$ cat src/rtl/uart_tx_frame_gen.sv
// UART transmit framer: pops bytes from a show-ahead FIFO and serialises them LSB-first
// with a start bit, an optional even parity bit and one or two stop bits, with no idle gap between frames.
module uart_tx_frame_gen #(
  parameter int DATA_W = 8,
  parameter int CD_W   = 13
) (
  input  logic              clk_i,
  input  logic              rst_i,
  input  logic              TXen,
  input  logic              parity_bit_mode,
  input  logic              stop_bit_twice,
  input  logic [3:0]        number_data_transmit,
  input  logic [CD_W-1:0]   cd,
  input  logic              fifo_empty,
  input  logic [DATA_W-1:0] fifo_data,
  output logic              fifo_rd_ctrl,
  output logic              UART_TXD,
  output logic              tx_busy,
  output logic              tx_done
);

  typedef enum logic [2:0] {IDLE, START, DATA, PARITY, STOP} state_t;

  state_t            state_q, state_d;
  logic [CD_W-1:0]   baud_q, baud_d;
  logic [3:0]        bit_q, bit_d;
  logic [CD_W-1:0]   cd_lat_q;
  logic [3:0]        n_lat_q;
  logic [DATA_W-1:0] data_lat_q;
  logic [DATA_W-1:0] data_sh;
  logic              par_lat_q, stop2_lat_q;
  logic              bit_end, launch;

  function automatic logic [3:0] eff_width(input logic [3:0] n);
    case (n)
      4'd6, 4'd7, 4'd8: return n;
      default:          return 4'd5;
    endcase
  endfunction

  function automatic logic [CD_W-1:0] eff_cd(input logic [CD_W-1:0] c);
    return (c == '0) ? CD_W'(1) : c;
  endfunction

  function automatic logic even_parity(input logic [DATA_W-1:0] d, input logic [3:0] n);
    logic p;
    p = 1'b0;
    for (int i = 0; i < DATA_W; i++)
      if (i < int'(n)) p ^= d[i];
    return p;
  endfunction

  assign bit_end = (baud_q == cd_lat_q - CD_W'(1));
  assign data_sh = data_lat_q >> bit_q;
  assign tx_busy = (state_q != IDLE);

  always_comb begin
    state_d  = state_q;
    bit_d    = bit_q;
    baud_d   = bit_end ? '0 : baud_q + CD_W'(1);
    launch   = 1'b0;
    tx_done  = 1'b0;
    UART_TXD = 1'b1;
    case (state_q)
      IDLE: begin
        baud_d = '0;
        if (TXen && !fifo_empty) begin
          launch  = 1'b1;
          state_d = START;
        end
      end
      START: begin
        UART_TXD = 1'b0;
        if (bit_end) begin
          state_d = DATA;
          bit_d   = '0;
        end
      end
      DATA: begin
        UART_TXD = data_sh[0];
        if (bit_end) begin
          if (bit_q == n_lat_q - 4'd1) begin
            bit_d   = '0;
            state_d = par_lat_q ? PARITY : STOP;
          end else begin
            bit_d = bit_q + 4'd1;
          end
        end
      end
      PARITY: begin
        UART_TXD = even_parity(data_lat_q, n_lat_q);
        if (bit_end) state_d = STOP;
      end
      STOP: begin
        if (bit_end) begin
          // bit_q counts completed stop bits; the second one only exists in 2-stop mode
          if (stop2_lat_q && bit_q == 4'd0) begin
            bit_d = 4'd1;
          end else begin
            tx_done = 1'b1;
            bit_d   = '0;
            if (TXen && !fifo_empty) begin
              launch  = 1'b1;
              state_d = START;
            end else begin
              state_d = IDLE;
            end
          end
        end
      end
      default: state_d = IDLE;
    endcase
    if (rst_i) begin
      launch  = 1'b0;
      tx_done = 1'b0;
    end
    fifo_rd_ctrl = launch;
  end

  always_ff @(posedge clk_i) begin
    if (rst_i) begin
      state_q <= IDLE;
      baud_q  <= '0;
      bit_q   <= '0;
    end else begin
      state_q <= state_d;
      baud_q  <= baud_d;
      bit_q   <= bit_d;
    end
  end

  // Frame configuration is captured at the pop so mid-frame changes only affect the next frame
  always_ff @(posedge clk_i) begin
    if (launch) begin
      data_lat_q  <= fifo_data;
      n_lat_q     <= eff_width(number_data_transmit);
      par_lat_q   <= parity_bit_mode;
      stop2_lat_q <= stop_bit_twice;
      cd_lat_q    <= eff_cd(cd);
    end
  end

endmodule

$ cat config.mk
export PLATFORM = sky130hd
export DESIGN_NAME = uart_tx_frame_gen
export DESIGN_NICKNAME = d
export VERILOG_FILES = /design/src/rtl/uart_tx_frame_gen.sv
export SDC_FILE = /design/constraint.sdc
export NUM_CORES = 1
export LEC_CHECK = 0
export ABC_AREA = 1
export BUFFER_PORTS_ARGS = -buffer_cell sky130_fd_sc_hd__buf_2
export CELL_PAD_IN_SITES_DETAIL_PLACEMENT = 0
export CELL_PAD_IN_SITES_GLOBAL_PLACEMENT = 1
export CORE_ASPECT_RATIO = 0.75
export CORE_MARGIN = 2
export CORE_UTILIZATION = 46
export DETAILED_ROUTE_END_ITERATION = 16
export PLACE_DENSITY = 0.92
export RECOVER_POWER = 25
export SKIP_CTS_REPAIR_TIMING = 1
export SLEW_MARGIN = 20
export SYNTH_ARGS = -nofsm -noshare
export SYNTH_HDL_FRONTEND = slang
export SYNTH_SLANG_ARGS = --single-unit
$ cat constraint.sdc
create_clock -name clk_i -period 7.72 [get_ports clk_i]
set_input_delay 1.544 -clock clk_i [delete_from_list [all_inputs] [get_ports clk_i]]
set_output_delay 1.544 -clock clk_i [all_outputs]
set_load 0.005 [all_outputs]
======== Yosys cells after proc, flatten, opt, wreduce, memory -nomap -nowiden ========
Cells that the tools add are included.
W data, S select, Z words.
storage, ports and cells
  bits in registers ....................... 47
  bits of input ports ..................... 31
  logic and storage cells ................. 97
  output and inout port bits .............. 4
cells by class
  eq/ne operators ......................... 16
  $add $sub $neg .......................... 4
  reductions and logical operators ........ 12
  bitwise gates (word level) .............. 7
  $lt $le $gt $ge ......................... 8
  shift operators ......................... 1
  mux-type cells .......................... 41
operators by type and width
  cell                     number
  $mux W1                  25
  $mux W3                  8
  $lt A3 B4 Y1 const A     4
  $mux W4                  4
  $pmux W3 S5              1
  $ne A2 B2 Y1 const B     7
  $add A13 B1 Y13 const B  1
  $eq A13 B13 Y1           1
  $logic_not A13 Y1        1
  $sub A13 B1 Y13 const B  1
  $pmux W4 S3              1
  $eq A4 B3 Y1 const B     2
  $lt A1 B4 Y1 const A     2
  $lt A2 B4 Y1 const A     2
  $shr A8 B4 Y1            1
  $reduce_and A7 Y1        1
  $xor A1 B1 Y1            7
  $eq A3 B2 Y1 const B     2
  $reduce_bool A3 Y1       2
  $reduce_or A3 Y1         2
  $add A4 B1 Y4 const B    1
  $eq A4 B4 Y1             1
  $eq A4 B4 Y1 const B     1
  $logic_not A4 Y1         1
  other kinds (9)          10

======== Longest topological paths before layout ========
Gate-level depths: netlist (run 1).
  depth after elaboration ................. 24
  depth in mapped cells ................... 15
  gate-level depth less buffers ........... 15

======== Least setup slack after synthesis (run 1) ========
Ideal clock, no wire load.
  path type ............................... input-to-output
  start point ............................. input TXen
  end point ............................... output fifo_rd_ctrl
  data required time ...................... 6.176 ns
  cell stages on the path ................. 4
  data arrival time ....................... 3.288 ns
  path slack .............................. 2.888 ns
  cell sequence ........................... inv_1 nor3_1 nand2_1 a21oi_1
between the ends
  longest elaborated chain between the ends .. 6
ends and longest elaborated chain
  element                line     text
  start, declared        9        input logic TXen,
  $logic_and A1 B1 Y1 *  67, 102
  $mux W1 *              67, 102
  $mux W1                97       if (stop2_lat_q && bit_q == 4'd0) begin
  $mux W1                95       if (bit_end) begin
  $pmux W1 S2 *          64       case (state_q)
  $mux W1 *              113      if (rst_i) begin
  end, declared          16       output logic fifo_rd_ctrl,
Every way passes the cells marked *; elsewhere a longest branch is shown, timed or not.

======== Worst setup path after layout (run 1) ========
  start point ............................. register cd_lat_q[0]
  end point ............................... output fifo_rd_ctrl
between the ends
  longest elaborated chain between the ends .. 5
ends and longest elaborated chain
  element                 line  text
  start, declared         27    logic [CD_W-1:0] cd_lat_q;
  start signal, assigned  139   cd_lat_q <= eff_cd(cd);
  $sub A13 B1 Y13         53    assign bit_end = (baud_q == cd_lat_q - CD_W'(1));
  $eq A13 B13 Y1          53
  $mux W1                 95
  $pmux W1 S2             64
  $mux W1                 113
No other way between the ends.

==> impl_metrics.py, run 1 <==
metrics = {
    "clock_tree": {
        "cts_buffers": 5,
        "clk_path_buf_depth": 2,
        "root_buffer": "clkbuf_8",
        "cts_tree": "built",
        "htree_levels": 2,
        "cts.sink_count": 47,
        "clk_latency_ns": 0.29,
        "clk_pin_slew_ns": 0.09,
    },
    "logic_synthesis": {
        "async_flop_share_pct": 0,
        "synth-seq-cells": 47,
        "synth_edf_count": 27,
        "synthDominantCellAreaShare_pct": 25.76,
        "synthTopCellsByArea": "edfxtp_1 (26%), dfxtp_1 (13%), nand2_1 (12%), inv_1 (6.9%), nor2_1 (6.1%)",
        "synth_ff_type": "edfxtp_1",
        "syn_nets": 462,
        "synth.most_common_cell": "nand2_1",
        "synth_cells": 423,
        "syn_area_per_cell_sq_um": 7.442,
        "syn_area_sq_mm": 0.003148,
        "yosys.area.top_type": "edfxtp_1",
        "synth.distinct_cells": 37,
        "yosys-top-cells-count": "nand2_1 (100), inv_1 (58), nor2_1 (51)",
        "yosysSeqAreaShare_pct": 38.47,
        "yosys_warnings": 0,
    },
    "floorplanning": {
        "std_cell_rows": 26,
        "coreArea_sq_mm": 0.006734,
        "die_area_sq_mm": 0.007528,
        "die_h_um": 75.64,
        "io_pins": 35,
        "fp.dieW_um": 99.53,
        "start_util_pct": 46.75,
    },
    "placed_design": {
        "dp.cells": 528,
        "placed_cell_area_sq_mm": 0.003369,
        "dp_slack_ns": 3.521,
        "hpwlAfterDp_mm": 5.187,
        "port_buffers": 34,
        "gp_congestion": 0.8705,
    },
    "cells_and_area": {
        "post-route-util_pct": 51.28,
        "area_delta_synth_final_pct": 9.698,
        "drive_gt1_share_pct": 16.37,
        "final_area_sq_mm": 0.003453,
        "final_nets": 490,
        "n_antenna_cell": 0,
        "final_cells": 536,
    },
    "detailed_routing": {
        "ant_nets": 0,
        "remaining_drc_errors": 0,
        "viasPerCell": 4.981,
        "wl_per_cell_um": 12.12,
        "first_pass_iters": 5,
        "num_vias": 2670,
        "drt_iter0_drc": 168,
        "finalWirelength_mm": 6.495,
    },
    "sta": {
        "grt_setup_unrepaired": "false",
        "worstMarginPinSlew_ns": 0.3763,
        "setup_viol": 0,
        "min_period_over_period_pct": 57.08,
        "setup_ws_ns": 3.313,
        "clock.fmax_mhz": 226.9,
        "finalCriticalPeriod_ns": 4.407,
        "whs_ns": 0.4856,
        "setup_tns_ns": 0,
        "fin_skew_ns": 0.006578,
        "slew_violations": 0,
        "slew_headroom_pct": 74.72,
        "hold_viol": 0,
    },
    "hold_path": {
        "hold_path_startpoint": "baud_q[0]$_SDFF_PP0_",
        "hold_path_class": "register to register",
        "hold_depth": 1,
        "min_to": "baud_q[0]$_SDFF_PP0_",
    },
    "pwr": {
        "finalPower_mw": 0.6751,
        "power.density_mw_per_mm2": 195.5,
        "vdd_ir_drop_max_mv": 0.09477,
        "p_leak_nw": 1.443,
    },
    "critical_path": {
        "reg2reg_slack_ns": 4.99,
        "cpPeakStageDelay_ns": 0.41,
        "r2r_cells": 11,
        "crit_chain": "inv_1 -> ha_1 -> nand2_2 -> nor2_4 -> nand4_1 -> nand2_1 -> nand3_1 -> nor2_4 -> nand4_1 -> a21oi_2 -> buf_4 -> buf_2",
        "cp_num_buf_inv": 3,
        "crit_cells": 12,
        "cpMaxStageDelayCell": "edfxtp_1",
        "start_kind": "register",
        "worstSetupEndpointType": "output port",
        "cp.arrival_ns": 2.86,
        "path_class": "register to output port",
        "cp_top_family": "simple AND/OR/NAND/NOR gates",
        "cp_max_fo": 28,
        "cp.required_ns": 6.18,
        "reg2reg_to": "cd_lat_q[5]$_SDFFCE_PN0P_",
        "reg2reg_from": "cd_lat_q[0]$_SDFFCE_PN1P_",
    },
    "grt": {
        "overflow": 0,
        "grt_max_degree": 29,
        "track_usage_pct": 18.57,
        "antenna_found_initial": 0,
        "grt_pass1_vias": 2352,
        "grt_first_pass_wirelength_mm": 11.00,
    },
    "run": {
        "maxCapViolations": 0,
    },
    "run_status": {
        "outcome": "complete, no violations",
    },
}
[worst register-to-register path, stage by stage (launching register included)]
cell and delay (ns):
edfxtp_1 0.41, inv_1 0.21, ha_1 0.32, nand2_2 0.14, nor2_4 0.15, nand4_1 0.09
nand2_1 0.13, nand3_1 0.13, nor2_4 0.16, nand4_1 0.16, a21oi_2 0.16, buf_4 0.34
[placed cells by master (no fill, tap or decap), drive strengths merged]
master / n
o211ai: 3
xnor3: 1
nor3: 16
clkbuf: 10
edfxtp: 27
xnor2: 5
nand3b: 2
buf: 31
inv: 62
nor2: 68
nand2: 104
nand3: 34
clkinvlp: 1
nor3b: 3
o22ai: 2
and3: 1
a21oi: 8
a31oi: 3
and2: 2
dfxtp: 20
nand4: 12
a41o: 1
o21ai: 14
nor4: 3
ha: 8
xor2: 11
[state kept, by name, summed over array words and instances, names as in the netlist]
signal and cells:
n_lat_q 4, par_lat_q 1, data_lat_q 8, bit_q 4, stop2_lat_q 1, baud_q 13
state_q 3, cd_lat_q 13
[worst max-delay path by stage]
stage | startpoint | endpoint | slack [ns]
CTS | cd_lat_q[0]$_SDFFCE_PN1P_ | fifo_rd_ctrl | 3.31
floorplan | TXen | fifo_rd_ctrl | 2.89
finish | cd_lat_q[0]$_SDFFCE_PN1P_ | fifo_rd_ctrl | 3.31
global route | cd_lat_q[0]$_SDFFCE_PN1P_ | fifo_rd_ctrl | 3.03
global placement | TXen | fifo_rd_ctrl | 3.55
detailed placement | TXen | fifo_rd_ctrl | 3.52
[final cells by class]
cell class              count  area (sq um)
clock inverters             2         16.27
well taps                  84         105.1
inverters                  61         229.0
clock buffers               6         72.57
multi-input cells         301          1647
fillers                   653          3281
repair buffers             35         172.7
flip-flops and latches     47          1211
[where the power goes]
group / internal [mW] / switching (mW) / leakage [nW] / total, mW
sequential: 0.288 / 0.0197 / 0.405 / 0.308
clock: 0.0652 / 0.0846 / 0.0418 / 0.150
combinational: 0.0723 / 0.145 / 0.995 / 0.217
total: 0.426 / 0.249 / 1.44 / 0.675
[kinds of logic (layout without fill, tap and decap cells)]
| family | count (synthesis) | in the layout | synth area share (%) |
|---|---|---|---|
| and+or+nand+nor | 245 | 245 | 37.84 |
| buffers and inverters | 75 | 104 | 9.340 |
| DFF | 47 | 47 | 38.47 |
| AOI/OAI and AO/OA | 31 | 31 | 6.002 |
| xor gates and xnor gates | 17 | 17 | 5.167 |
| adders and majority gates | 8 | 8 | 3.180 |
[routing by layer]
| layer | GRT usage [%] | part of all wire [%] |
|---|---|---|
| met4 | 3.349 | 0.46 |
| met2 | 25.90 | 39 |
| met1 | 29.91 | 57 |
| met3 | 3.394 | 4.2 |
| met5 | 0 | 0 |
(Power assumes the default switching activity.)
==> run 2, diff against run 1 <==
CORE_UTILIZATION = 39   (was 46)
PLACE_DENSITY = 0.83   (was 0.92)
clock period = 3.9 ns   (was 7.72 ns; I/O delays follow)
==> run 2 against run 1 <==
Sequential power grew 98%. Combinational power grew 100%. Clock skew grew 0.0049 ns. Hold slack gained 0.0033 ns. Register-to-register slack lost 3.8 ns. Sequential cell count is the same. Critical endpoint unchanged.
==> impl_metrics.py, run 2 (synthesis gave the netlist of run 1 again) <==
metrics = {
    "sta": {
        "setup_ws_ns": 0.6359,
        "slew_headroom_pct": 70.25,
        "slew_violations": 0,
        "fin_skew_ns": 0.01151,
        "hold_viol": 0,
        "grt_setup_unrepaired": "false",
        "min_period_over_period_pct": 83.69,
        "setup_viol": 0,
        "setup_tns_ns": 0,
        "clock.fmax_mhz": 306.4,
        "worstMarginPinSlew_ns": 0.4428,
        "finalCriticalPeriod_ns": 3.264,
    },
    "critical_path": {
        "cp_top_family": "simple AND/OR/NAND/NOR gates",
        "cpPeakStageDelay_ns": 0.39,
        "cpMaxStageDelayCell": "edfxtp_1",
        "critPathLaunch": "cd_lat_q[0]$_SDFFCE_PN1P_",
        "path_class": "register to output port",
        "r2r_cells": 11,
        "crit_chain": "inv_1 -> ha_1 -> nand2_2 -> o21ai_1 -> nand2_1 -> nand2_1 -> o21ai_0 -> nor2_2 -> nand4_1 -> a21oi_2 -> buf_2",
        "reg2reg_from": "cd_lat_q[0]$_SDFFCE_PN1P_",
        "worstSetupEndpointType": "output port",
        "path_common_cell": "nand2_1",
        "reg2reg_to": "cd_lat_q[12]$_SDFFCE_PN0P_",
        "cp_max_fo": 7,
        "start_kind": "register",
        "cp_num_buf_inv": 2,
        "crit_end": "fifo_rd_ctrl",
        "cp.required_ns": 3.12,
        "cp.arrival_ns": 2.48,
        "crit_cells": 11,
        "reg2reg_slack_ns": 1.16,
    },
    "detailed_routing": {
        "viasPerCell": 4.828,
        "drt_iter0_drc": 204,
        "finalWirelength_mm": 6.859,
        "first_pass_iters": 5,
        "num_vias": 2689,
        "wl_per_cell_um": 12.31,
        "ant_nets": 0,
        "remaining_drc_errors": 0,
    },
    "clock_tree": {
        "root_buffer": "clkbuf_8",
        "htree_levels": 2,
        "clk_latency_ns": 0.31,
        "cts_tree": "built",
        "cts.sink_count": 47,
        "clk_path_buf_depth": 2,
        "cts_buffers": 5,
        "clk_pin_slew_ns": 0.09,
    },
    "floorplanning": {
        "fp.dieW_um": 107.7,
        "die_h_um": 81.81,
        "io_pins": 35,
        "std_cell_rows": 28,
        "die_area_sq_mm": 0.008814,
        "coreArea_sq_mm": 0.007848,
        "start_util_pct": 40.11,
    },
    "grt": {
        "grt_pass1_vias": 2357,
        "grt_first_pass_wirelength_mm": 11.37,
        "grt_max_degree": 28,
        "antenna_found_initial": 0,
        "overflow": 0,
        "track_usage_pct": 16.55,
    },
    "run_status": {
        "outcome": "complete, no violations",
    },
    "placed_design": {
        "placed_cell_area_sq_mm": 0.003396,
        "dp_slack_ns": 1.001,
        "gp_congestion": 0.9149,
        "hpwlAfterDp_mm": 5.434,
        "port_buffers": 34,
    },
    "cells_and_area": {
        "layout_commonest_cell": "nand2_1",
        "final_nets": 490,
        "post-route-util_pct": 44.29,
        "n_fill_cell": 826,
        "largestRegisters": "baud_q x13, cd_lat_q x13, data_lat_q x8",
        "n_antenna_cell": 0,
        "final_cell_mix": "nand2_1 (100), inv_1 (58), nor2_1 (51), nand3_1 (31)",
        "area_delta_synth_final_pct": 10.41,
        "multi_input_area_sq_mm": 0.001647,
        "regArea_sq_mm": 0.001211,
        "drive_gt1_share_pct": 15.71,
        "final_area_sq_mm": 0.003476,
    },
    "pwr": {
        "vdd_ir_drop_max_mv": 0.1983,
        "finalPower_mw": 1.356,
        "p_leak_nw": 1.434,
        "power.density_mw_per_mm2": 390.2,
    },
    "run": {
        "maxCapViolations": 0,
    },
    "hold_path": {
        "hold_path_class": "register to register",
    },
}
[run 2: cell count changes in the layout (fill, tap and decap cells not counted), sizes merged]
cell / previous run / this run
clkbuf: 10 / 13
buf: 31 / 28
[run 2: final cells by class]
| type | count | share of cell area (%) |
|---|---|---|
| Multi-Input combinational cell | 301 | 47.37 |
| Clock inverter | 2 | 0.4680 |
| Timing Repair Buffer | 35 | 4.860 |
| Inverter | 61 | 6.587 |
| Tap cell | 105 | 3.780 |
| Clock buffer | 6 | 2.088 |
| Sequential cell | 47 | 34.85 |
[run 2: routing by layer]
layer | GRT usage [%] | share of wire, % | vias to the layer above
li1 | - | - | 1421
met1 | 26.22 | 57 | 1205
met2 | 22.70 | 37 | 59
met3 | 2.937 | 4.8 | 4
met4 | 4.231 | 0.87 | 0
met5 | 0 | 0 | -
[run 2: stage by stage]
| stage | hold slack [ns] | cells |
|---|---|---|
| 6_report | 0.4889 | 557 |
| 5_1_grt | 0.5373 | 557 |
| 4_1_cts | 0.4920 | 557 |
| 2_1_floorplan | 0.4386 | 423 |
| 3_3_place_gp | 0.4601 | 549 |
| 3_5_place_dp | 0.4685 | 549 |
[run 2: how the worst min path moves through the flow]
stage                     depth (start not counted)  slack, ns            startpoint                    to
final                                             1       0.49  baud_q[0]$_SDFF_PP0_  baud_q[0]$_SDFF_PP0_
after CTS                                         1       0.49  baud_q[0]$_SDFF_PP0_  baud_q[0]$_SDFF_PP0_
after global routing                              2       0.54  baud_q[3]$_SDFF_PP0_  baud_q[3]$_SDFF_PP0_
after detailed placement                          1       0.47  baud_q[0]$_SDFF_PP0_  baud_q[0]$_SDFF_PP0_
after floorplan                                   1       0.44  baud_q[0]$_SDFF_PP0_  baud_q[0]$_SDFF_PP0_
after global placement                            1       0.46  baud_q[0]$_SDFF_PP0_  baud_q[0]$_SDFF_PP0_
[run 2: power by group]
group          switching [mW]  leakage (nW)  internal (mW)
clock                   0.184        0.0418          0.129
sequential             0.0380         0.405          0.571
combinational           0.292         0.987          0.142
